<file path="src/rtl/micro_program_pkg.sv">
// Shared types and constants for the SM2201 CAMAC strobe microprogram sequencer.
package micro_program_pkg;

    typedef enum logic [2:0] {
        IDLE,
        SETUP,
        STROBE1,
        GAP,
        STROBE2,
        HOLD
    } state_t;

    localparam int T1_DEFAULT  = 4;
    localparam int GAP_DEFAULT = 2;
    localparam int T2_DEFAULT  = 4;

    localparam logic [1:0] STATUS_ADDR = 2'b11;

    // The phase counter counts down to zero, so a phase of N clks loads N-1.
    function automatic logic [7:0] phase_load(input int cycles);
        return 8'(cycles - 1);
    endfunction

endpackage

</file>
<file path="src/rtl/micro_program_automate_sync_2ff.sv">
// Two-flop synchroniser for one asynchronous board input.
module sync_2ff (
    input  logic clk,
    input  logic reset,
    input  logic d,
    output logic q
);

    logic meta;

    always_ff @(posedge clk) begin
        if (reset) begin
            meta <= 1'b0;
            q    <= 1'b0;
        end else begin
            meta <= d;
            q    <= meta;
        end
    end

endmodule

</file>
<file path="src/rtl/micro_program_automate.sv">
// Microprogram sequencer: turns an ISA write into a c1 / gap / c2 CAMAC strobe
// sequence, holding rdy low while busy and latching the X response.
module micro_program_automate
    import micro_program_pkg::*;
#(
    parameter int T1_CYCLES  = T1_DEFAULT,
    parameter int GAP_CYCLES = GAP_DEFAULT,
    parameter int T2_CYCLES  = T2_DEFAULT
) (
    input  logic       clk,
    input  logic       reset,
    input  logic [1:0] a,
    input  logic       w,
    input  logic       sel,
    input  logic       ie,
    input  logic       cx1,
    input  logic       tim,
    output logic       rdy,
    output logic       c1,
    output logic       c2,
    output logic       sel2,
    output logic       x0,
    output logic       x1
);

    logic       w_s, sel_s, ie_s, cx1_s, tim_s;
    logic       w_q;
    logic       w_rise;
    state_t     state;
    logic [7:0] cnt;
    logic [1:0] a_r;

    sync_2ff u_sync_w   (.clk(clk), .reset(reset), .d(w),   .q(w_s));
    sync_2ff u_sync_sel (.clk(clk), .reset(reset), .d(sel), .q(sel_s));
    sync_2ff u_sync_ie  (.clk(clk), .reset(reset), .d(ie),  .q(ie_s));
    sync_2ff u_sync_cx1 (.clk(clk), .reset(reset), .d(cx1), .q(cx1_s));
    sync_2ff u_sync_tim (.clk(clk), .reset(reset), .d(tim), .q(tim_s));

    assign w_rise = w_s & ~w_q;

    // Outputs are set on the edge that enters each state so they line up with it.
    always_ff @(posedge clk) begin
        if (reset) begin
            state <= IDLE;
            cnt   <= 8'd0;
            a_r   <= 2'b00;
            w_q   <= 1'b0;
            rdy   <= 1'b1;
            c1    <= 1'b0;
            c2    <= 1'b0;
            sel2  <= 1'b0;
            x0    <= 1'b0;
            x1    <= 1'b0;
        end else begin
            w_q <= w_s;
            x0  <= x1 & ie_s;
            if (state != IDLE && state != HOLD && !tim_s) begin
                state <= IDLE;
                cnt   <= 8'd0;
                rdy   <= 1'b1;
                c1    <= 1'b0;
                c2    <= 1'b0;
                sel2  <= 1'b0;
            end else begin
                case (state)
                    IDLE: begin
                        if (tim_s && sel_s && w_rise) begin
                            state <= SETUP;
                            a_r   <= a;
                            cnt   <= 8'd0;
                            rdy   <= 1'b0;
                            sel2  <= (a == STATUS_ADDR);
                        end
                    end
                    SETUP: begin
                        state <= STROBE1;
                        c1    <= 1'b1;
                        sel2  <= (a_r == STATUS_ADDR);
                        cnt   <= phase_load(T1_CYCLES);
                    end
                    STROBE1: begin
                        if (cnt == 8'd0) begin
                            state <= GAP;
                            c1    <= 1'b0;
                            cnt   <= phase_load(GAP_CYCLES);
                        end else begin
                            cnt <= cnt - 8'd1;
                        end
                    end
                    GAP: begin
                        if (cnt == 8'd0) begin
                            state <= STROBE2;
                            c2    <= 1'b1;
                            cnt   <= phase_load(T2_CYCLES);
                        end else begin
                            cnt <= cnt - 8'd1;
                        end
                    end
                    STROBE2: begin
                        if (cnt == 8'd0) begin
                            state <= HOLD;
                            c2    <= 1'b0;
                            sel2  <= 1'b0;
                            rdy   <= 1'b1;
                            x1    <= cx1_s;
                        end else begin
                            cnt <= cnt - 8'd1;
                        end
                    end
                    HOLD: begin
                        if (!w_s) begin
                            state <= IDLE;
                        end
                    end
                    default: state <= IDLE;
                endcase
            end
        end
    end

endmodule

</file>
<file path="config.mk">
export PLATFORM = sky130hd
export DESIGN_NAME = micro_program_automate
export DESIGN_NICKNAME = d
export VERILOG_FILES = /design/src/rtl/micro_program_pkg.sv /design/src/rtl/micro_program_automate_sync_2ff.sv /design/src/rtl/micro_program_automate.sv
export SDC_FILE = /design/constraint.sdc
export NUM_CORES = 1
export LEC_CHECK = 0
export ABC_AREA = 1
export BUFFER_PORTS_ARGS = -buffer_cell sky130_fd_sc_hd__buf_2
export CORE_MARGIN = 3
export CORE_UTILIZATION = 37
export CTS_BUF_LIST = sky130_fd_sc_hd__clkbuf_4 sky130_fd_sc_hd__clkbuf_8
export CTS_CLUSTER_DIAMETER = 50
export DETAILED_ROUTE_END_ITERATION = 16
export SETUP_SLACK_MARGIN = 0.05
export SYNTH_ARGS = -nofsm -noshare
export SYNTH_HDL_FRONTEND = slang
export SYNTH_SLANG_ARGS = --single-unit
</file>
<file path="constraint.sdc">
create_clock -name clk -period 1.4 [get_ports clk]
set_input_delay 0.14 -clock clk [delete_from_list [all_inputs] [get_ports clk]]
set_output_delay 0.14 -clock clk [all_outputs]
set_load 0.03 [all_outputs]
</file>
==> results of run 1 <==
==> registers in the layout, summed over array words and instances, names as in the netlist <==
name             cells
c2                   1
u_sync_cx1.meta      1
u_sync_tim.meta      1
u_sync_w.q           1
u_sync_ie.q          1
u_sync_ie.meta       1
sel2                 1
rdy                  1
state                3
c1                   1
u_sync_sel.meta      1
u_sync_w.meta        1
x1                   1
u_sync_tim.q         1
u_sync_cx1.q         1
cnt                  8
w_q                  1
u_sync_sel.q         1
a_r                  2
x0                   1
==> critical path, cell delays in order, from the launching register on <==
cell and delay [ns]:
dfxtp_2 0.32, inv_2 0.07, ha_4 0.14, nand2_4 0.05
nor2_4 0.15, buf_4 0.15, nand2_4 0.09, buf_4 0.15
buf_4 0.12, nand3_1 0.07
==> layer usage <==
metal  up-vias  GRT usage
met2        36      0.199
met3         9     0.0507
met1       637      0.193
li1        758          -
met5         -          0
met4         0     0.0681
==> cell families (layout without fill, tap and decap cells) <==
logic type / Yosys count / after routing / synth area share
flops: 30 / 30 / 0.399
simple gates: 126 / 127 / 0.406
fa+ha+maj: 2 / 2 / 0.0166
buf+inv: 46 / 88 / 0.125
compound gates: 16 / 16 / 0.0532
==> through the flow <==
step | worst slack (ns) | cells
2_1_floorplan | 0.0660 | 220
6_report | 0.0145 | 311
5_1_grt | -0.0598 | 311
3_3_place_gp | 0.0258 | 292
4_1_cts | 0.0543 | 303
3_5_place_dp | 0.0179 | 292
==> final cells by class <==
cell class	instances	share of cell area
Sequential cell	30	0.291
Tap cell	48	0.0288
Multi-Input combinational cell	145	0.402
Clock buffer	6	0.0396
Inverter	43	0.0785
Timing Repair Buffer	37	0.131
Clock inverter	2	0.0288
==> where the power goes <==
group,switching [mW],internal (mW)
clock network,0.337,0.759
registers,0.0806,0.966
logic,1.41,1.09
total,1.83,2.82
==> layout by cell type, fill, tap and decap left out, drive strengths merged <==
cell type  Yosys  final
nand2         57     58
inv           43     43
nor2          41     41
buf            2     37
dfxtp         30     30
nand3         16     16
a21oi         10     10
nand4          9      9
clkbuf         1      6
o21ai          6      6
bufinv         0      2
nand3b         2      2
ha             2      2
nor3           1      1
==> worst paths after layout <==
check / from / to / slack [ns] / cells past startpoint
worst max-delay path: cnt[1] / rdy / 0.01 / 9
worst min-delay path: cx1 / u_sync_cx1.meta / 0.05 / 3
worst max register to register: cnt[1] / rdy / 0.01 / 9
worst min register to register: u_sync_sel.meta / u_sync_sel.q / 0.40 / 2
==> timing repair <==
| item | 4_1_cts | 5_1_grt |
|---|---|---|
| gates resized for setup | 18 | 25 |
| setup endpoints to repair | 10 | 13 |
| pin swaps | 6 | 5 |
| gates cloned | 0 | 1 |
| buffers inserted | 3 | 8 |
==> metrics, run 1 <==
antenna violations before repair=0; Hold WC Path Type=in2reg; layout cells sized above 1=0.369; Setup violations, final=0; Synth cell types=22; CORE AREA=3800 um^2; total negative slack=0 ns; Congestion Overflow GR=0; most numerous cell in the Yosys netlist=nand2_1; fin crit share=0.990; Die Width=69.8 um; Post-synth EDFFs=0; syn nets=between 200 and 250; CTS Sinks=30; DRC=0; multi-input combinational cell area=840 um^2; max-slew violations=0; Post-synth top flop=dfxtp_1; Power Dens Cells=2230 nW/um^2; met2 WL=1500 um; Ant. Diodes=0; die height=69.8 um; element type at the critical path start=flop; Worst-Margin Slew=~0.24 ns; Yosys top cell area share=0.399; unrepaired setup endpoints after global routing=yes; remaining antenna violation count=0; Setup Skew=roughly 0.0061 ns; clock buffer count from CTS=5; minimum clock period=between 1 and 1.5 ns; Leakage=1.04 nW; GPL Wtd Cong=a little under 0.9; Design Area, Final=approximately 2100 um^2; Overall Power=4.65 mW; placed cell area=around 1700 um^2; FFs w/ async S/R, synth=0; top cells by count, synth=nand2_1, inv_1, nor2_1; Ys Warns=0; synthesized area=1510 um^2; cells after synthesis=220; WP data required=1.62 ns; DRT met1 WL=1580 um; pin count of the biggest net entering global routing=14; fmax=722 MHz; register cell area after layout=between 600 and 700 um^2; slew margin rel.=0.838; flop and latch count out of synthesis=30; Initial Util=0.396; aggregate global-route resource usage=0.143; quantity of I/O buffers inserted on ports=14; Die ar.=4870 um^2; Initial DRC Count=96; CTS tree=done; Max IR drop VDD=0.723 mV; max-cap violation count=0; status=complete, no violations; total routed wirelength=3380 um; hold_buf cts=0; H-tree depth=2; DR vias/cell=about 4.6; vias after detailed routing=1440; crit path kind=reg2reg; IO Pins=15; final core utilization=0.549; Clock transition at path regs=0.07 ns; vias in the first global route=1250; synth top area cells=dfxtp_1, nand2_1, inv_1; area grow syn2layout=38.7%; Synth area leader=dfxtp_1; WHS=0.0540 ns; DPL Wire Length=2300 um; TritonRoute pass-1 iters=4; CP Max Fanout=6; Routed wire per std cell=10.9 um; CP Capture Type=flop; clk buf depth=2; wire length on met3=225 um; highest metal used=met4; CP arrival=1.61 ns; global-route wire length before repair=around 5500 um; Layout fillers=358; syn_area_per_cell=6.84 um^2; fraction of the yosys area taken by sequential cells=0.399; final net count=273; num rows=22; Clk Latency, worst-skew pair=0.28 ns; CTS root buf=clkbuf_8; final hold violations=0
(Power assumes the default switching activity.)
==> run 2, diff against run 1 <==
==> constraint.sdc (replaced) <==
create_clock -name clk -period 1.4 [get_ports clk]
set_input_delay 0.07 -clock clk [delete_from_list [all_inputs] [get_ports clk]]
set_output_delay 0.07 -clock clk [all_outputs]
set_load 0.03 [all_outputs]
==> run 2 against run 1 <==
  * Via count decreased by 0.14%
  * Critical path depth rose by 2
  * Utilization fell by 1.9 points
  * Clock-buffer cell count is 1 lower
==> metrics, run 2 (synthesis gave the netlist of run 1 again) <==
remaining antenna violation count=0 (unchanged); unrepaired setup endpoints after global routing=yes; Cells after DPL=291 (-0.34%); final net count=275 (+0.73%); Setup Skew=0.00345 ns (-0.00263 ns); Leakage=1.00 nW (-4.0%); CP Buf/Inv Count=3 (-1); Ant. Diodes=0 (unchanged); fmax=721 MHz (about the same); critical path's largest stage delay=0.33 ns (about the same); placed cell area=1700 um^2 (-0.44%); total routed wirelength=3410 um (+0.98%); aggregate global-route resource usage=0.150 (+0.00779); hold wc startpoint=a[0]; vias in the first global route=1293 (+3.4%); minimum clock period=1.39 ns (+0.000635 ns); element type at the critical path start=flop; GPL Wtd Cong=0.859 (-1.0%); final core utilization=0.530 (-0.0194); fin crit share=0.990 (about the same); Max IR drop VDD=0.784 mV (+8.5%); most frequent cells in the layout=nand2_1, nor2_1, inv_1, dfxtp_1, buf_4; CORE AREA=3800 um^2 (unchanged); Hold Path Cell Cnt=3 (unchanged); pin count of the biggest net entering global routing=15 (+1); Layout fillers=362 (+1.1%); biggest regs=cnt: 8 flops, state: 3 flops, a_r: 2 flops; met3 Usage GRT=0.0522 (+0.00145); M1 GR Usage=0.190 (-0.00353); Worst path top cell family by delay=simple AND/OR/NAND/NOR gates; DRC=0 (unchanged); CP Capture Type=flop; Post-Layout Cell Count=313 (+0.64%); GRT Max-Usage Layer=met2; area grow syn2layout=33.7%; Crit path depth=11 (+2); Clk Latency, worst-skew pair=0.29 ns (about the same); Hold WC Path Type=in2reg; Die Width=69.8 um (unchanged); flop-to-flop setup slack=0.01 ns (about the same); Worst R2R Path Depth=11 (+2); Initial Util=0.396 (unchanged); CTS root buf=clkbuf_8; global-route wire length before repair=5800 um (+5.1%); H-tree depth=2 (unchanged); crit path kind=reg2reg; final hold violations=0 (unchanged); num rows=22 (unchanged); Routed wire per std cell=10.9 um (+0.33%); met2 Usage GRT=0.226 (+0.0262); CTS tree=done; Initial DRC Count=47 (-51%); vias after detailed routing=1438 (-0.14%); clock buffer count from CTS=5 (unchanged); die height=69.8 um (unchanged); clk buf depth=2 (unchanged); CP arrival=1.61 ns (about the same); register cell area after layout=606 um^2 (-0.21%); Die ar.=4870 um^2 (unchanged); CTS Sinks=30 (unchanged); Slowest cell on crit path=dfxtp_2; TritonRoute pass-1 iters=4 (unchanged); multi-input combinational cell area=791 um^2 (-5.8%); DR vias/cell=4.59 (-0.78%); Crit Reg-Reg Startpoint=cnt[0]; IO Pins=15 (unchanged); quantity of I/O buffers inserted on ports=14 (unchanged); Setup violations, final=0 (unchanged); Worst-Margin Slew=0.246 ns (+0.00335 ns); most common cell after layout, fill and taps aside=nand2_1; Largest Register=cnt; CP Cell Sequence=inv_2, ha_4, nand2_4, nor2_4, buf_6, nand2_4, nand2_2, inv_2, nand2_2, nand2_1, a21oi_2; layout cells sized above 1=0.325 (-0.0443); CP Max Fanout=7 (+1); Design Area, Final=2010 um^2 (-3.5%); max-slew violations=0 (unchanged); Overall Power=4.21 mW (-9.3%); slew margin rel.=0.836 (-0.00223); DPL Wire Length=2280 um (-1.1%); max-cap violation count=0 (unchanged); r2r endpoint=cnt[0]; WP data required=1.62 ns (about the same); status=complete, no violations; antenna violations before repair=0 (unchanged); Clock transition at path regs=0.07 ns (about the same); Hold Path End=a_r[0]; Congestion Overflow GR=0 (unchanged); max reg flops=8 (unchanged); Power Dens Cells=2090 nW/um^2 (-6.0%)
run 2: cell types whose count changed in the layout (fill, tap and decap cells not counted), moves of 2 or more:
cell           before  now
clkinvlp_4          0    2
dlygate4sd3_1       0    5
buf_6               3    1
nor2_2              7    4
buf_4              18   20
nand3_4             3    1
nor2_1             28   32
run 2: cell type report:
type                       count  area share
sequential                    30       0.301
timing repair buffer          40       0.140
multi-input combinational    144       0.393
clock inverter                 3      0.0224
inverter                      43      0.0802
tap                           48      0.0298
clock buffer                   5      0.0342
run 2: worst max path at each step:
stage	to	slack [ns]	start
after floorplan	state[0]	0.07	cnt[0]
after global placement	cnt[2]	0.03	cnt[0]
final	cnt[0]	0.01	cnt[0]
after detailed placement	cnt[0]	-0.003	cnt[0]
after CTS	cnt[0]	0.04	cnt[1]
after global routing	state[2]	-0.09	cnt[0]
run 2: timing repair:
| item | in CTS | in global routing |
|---|---|---|
| endpoints found under the hold margin | 5 | 0 |
| resized for setup | 15 | 11 |
| setup buffers | 7 | 2 |
| hold buffers | 5 | 0 |
| pin swaps | 6 | 6 |
| endpoints found under the setup margin | 11 | 14 |
run 2: layer usage:
| layer | wire length [um] | vias to the layer above | part of all wire |
|---|---|---|---|
| li1 | - | 764 | - |
| met1 | 1640 | 633 | 0.48 |
| met2 | 1530 | 32 | 0.45 |
| met3 | 149 | 9 | 0.044 |
| met4 | 95 | 0 | 0.028 |
| met5 | 0 | - | 0 |
run 2: through the flow:
step,hold slack [ns],TNS [ns],worst slack [ns]
5_1_grt,0.0842,-0.777,-0.0928
3_3_place_gp,0.268,0,0.0281
2_1_floorplan,0.139,0,0.0660
4_1_cts,0.0462,0,0.0420
6_report,0.0504,0,0.0139
3_5_place_dp,0.277,-0.00301,-0.00301
run 2: tightest hold or removal path: stages:
cell,delay [ns]
buf_2,0.08
o21ai_0,0.07
nor2_1,0.07
run 2: power breakdown:
group	internal (mW)	switching [mW]
clock	0.529	0.356
combinational	0.961	1.32
sequential	0.964	0.0813
total	2.45	1.76
==> run 3, diff against run 2 <==
ABC_AREA = unset   (was 1)
==> run 3 against run 2 <==
  * The flow now finishes with violations (negative setup slack)
  * Via count is 18% higher
  * Clock skew increased by 0.0025 ns
  * Die area is 1.6% higher
  * Critical path depth fell by 5
  * Synthesized cell count decreased by 20%
  * Utilization rose by 9.6 points
  * Register-to-register slack worse by 0.21 ns
  * Flip-flop and latch count did not move
  * Synthesized area is 1.7% higher
  * Global-route usage is 5.0 points higher
  * Total power decreased by 38%
  * Critical endpoint is now cnt[1]
  * Largest power group unchanged
==> metrics, run 3 <==
syn_area_per_cell=8.65 um^2 (+26%); sw frac=0.317 (-0.101); DPL Wire Length=3190 um (+40%); GPL Wtd Cong=0.932 (+8.5%); antenna violations before repair=0 (unchanged); Synth area leader=dfxtp_1; Post-synth top flop=dfxtp_1; flop and latch count out of synthesis=30 (unchanged); Switch Pwr=0.823 mW (-53%); Die Width=70.3 um (+0.80%); final net count=257 (-6.5%); Post-Synth Simple-Gate Area=0.257 (-0.150); FFs w/ async S/R, synth=0 (unchanged); post-synthesis mux area share=0.0196 (+0.0196); TritonRoute pass-1 iters=4 (unchanged); CTS root buf=clkbuf_8; Clock transition at path regs=0.07 ns (about the same); Max IR drop VDD=0.671 mV (-15%); quantity of I/O buffers inserted on ports=14 (unchanged); failing checks=negative setup slack; Worst-Margin Slew=0.370 ns (+0.123 ns); CTS Sinks=30 (unchanged); crit path kind=reg2reg; sequential power share=0.353 (+0.105); max-slew violations=0 (unchanged); vias after detailed routing=1691 (+18%); top cells by count, synth=dfxtp_1, a21oi_1, nor2b_1; slew margin rel.=0.751 (-0.0847); Synth cell types=47 (+110%); status=finished, violations left; final hold violations=0 (unchanged); total routed wirelength=4760 um (+39%); DR vias/cell=5.73 (+25%); max-cap violation count=0 (unchanged); CP Max Fanout=6 (-1); Routed wire per std cell=16.1 um (+48%); Largest Register=cnt; Cells after DPL=271 (-6.9%); Congestion Overflow GR=0 (unchanged); IO Pins=15 (unchanged); fin worst setup slack=-0.193 ns (-0.207 ns); pin count of the biggest net entering global routing=17 (+2); CP arrival=1.79 ns (+0.18 ns); syn nets=188 (-19%); aggregate global-route resource usage=0.201 (+0.0505); H-tree depth=2 (unchanged); Yosys top cell area share=0.392 (-0.00685); Setup violations, final=14 (+14); die height=70.3 um (+0.80%); most frequent cells in the layout=buf_4, dfxtp_1, buf_2, a21oi_1, nor2b_1; largest family of logic cells by synthesized area=simple AND/OR/NAND/NOR gates; most numerous cell in the Yosys netlist=dfxtp_1; dpl ws=-0.231 ns (-0.228 ns); fmax=628 MHz (-13%); Setup Skew=0.00592 ns (+0.00247 ns); global-route wire length before repair=7820 um (+35%); Initial Util=0.400 (+0.00402); Ys Warns=0 (unchanged); Post-Layout Cell Count=295 (-5.8%); clock buffer count from CTS=5 (unchanged); num rows=22 (unchanged); max reg flops=8 (unchanged); fin crit share=1.14 (+0.148); most common cell after layout, fill and taps aside=buf_4; Post-synth EDFFs=0 (unchanged); layout cells sized above 1=0.498 (+0.173); synthesized area=1530 um^2 (+1.7%); remaining antenna violation count=0 (unchanged); vias in the first global route=1721 (+33%); clk buf depth=2 (unchanged); combinational power share=0.359 (-0.183); unrepaired setup endpoints after global routing=yes; DRC=0 (unchanged); CORE AREA=3830 um^2 (+0.72%); CTS tree=done; area grow syn2layout=56.4%; cells after synthesis=177 (-20%); Clk Latency, worst-skew pair=0.28 ns (about the same); WP data required=1.59 ns (-0.03 ns); minimum clock period=1.59 ns (+0.207 ns); post-synthesis adder-cell area fraction=0.0163 (-0.000285); XOR/XNOR Fraction of Synth Area=0.00572 (+0.00572); fraction of the yosys area taken by sequential cells=0.392 (-0.00685); Power Dens Cells=1080 nW/um^2 (-48%); element type at the critical path start=flop; Die ar.=4950 um^2 (+1.6%); final core utilization=0.626 (+0.0959); Leakage=0.962 nW (-4.0%); synth top area cells=dfxtp_1, nor2b_1, a21oi_1; Synth Area in Compound Gates=0.247 (+0.194); Initial DRC Count=128 (+170%); biggest regs=cnt: 8 flops, state: 3 flops, a_r: 2 flops; clock power share=0.289 (+0.079); Hold WC Path Type=in2reg; Internal Power=1.77 mW (-28%); CP Capture Type=flop; WHS=0.00278 ns (-0.0476 ns); Ant. Diodes=0 (unchanged)
-- run 3: worst paths after layout --
path              startpoint  slack [ns]  cells past startpoint        endpoint
min                       ie       0.003                      2  u_sync_ie.meta
max                   cnt[0]       -0.19                      6          cnt[1]
min reg2reg  u_sync_tim.meta        0.44                      1    u_sync_tim.q
max reg2reg           cnt[0]       -0.19                      6          cnt[1]
-- run 3: repair_timing --
| item | CTS | global route |
|---|---|---|
| cloned | 1 | 0 |
| endpoints found under the hold margin | 1 | 0 |
| gates resized for setup | 34 | 11 |
| setup endpoints to repair | 16 | 18 |
| pin swaps | 15 | 14 |
| setup buffers | 9 | 5 |
| hold buffers | 1 | 0 |
-- run 3: cell type report --
class | instances | area (um^2)
clock buffer | 7 | 90.1
tap | 48 | 60.1
inverter | 7 | 28.8
timing repair buffer | 75 | 581
fill | 306 | 1430
multi-input combinational | 127 | 1020
sequential | 30 | 608
clock inverter | 1 | 5.00
-- run 3: worst max-delay path, stage by stage (launching register included) --
cell	delay, ns
dfxtp_2	0.34
inv_2	0.08
ha_4	0.13
or3b_4	0.46
nor2_4	0.17
nand3_1	0.10
a41oi_1	0.23
-- run 3: logic make-up after synthesis --
group	count (synthesis)
fa+ha+maj	2
buf+inv	21
xor+xnor	1
compound gates	55
flops	30
mux	3
simple gates	65
-- run 3: metal layers --
layer / global-route usage / vias up / share of wire
met5: 0 / - / 0
met4: 0.117 / 0 / 0.033
met3: 0.0532 / 14 / 0.057
met2: 0.349 / 66 / 0.51
met1: 0.216 / 820 / 0.40
li1: - / 791 / -
-- run 3: power groups by stage --
stage	clock, mW	combinational [mW]	sequential [mW]
after floorplan	0	0.424	0.930
after global placement	0	0.678	0.924
after detailed placement	0	0.690	0.926
after CTS	0.761	0.824	0.912
after global routing	0.815	0.987	0.917
final	0.749	0.930	0.915
-- run 3: metrics by stage --
step | setup TNS [ns] | power [mW] | area, um^2
after global routing | -2.60 | 2.72 | 2390
after global placement | -1.41 | 1.60 | 2000
after floorplan | -1.60 | 1.35 | 1630
final | -1.54 | 2.59 | 2390
after detailed placement | -1.81 | 1.62 | 2000
after CTS | -1.55 | 2.50 | 2310
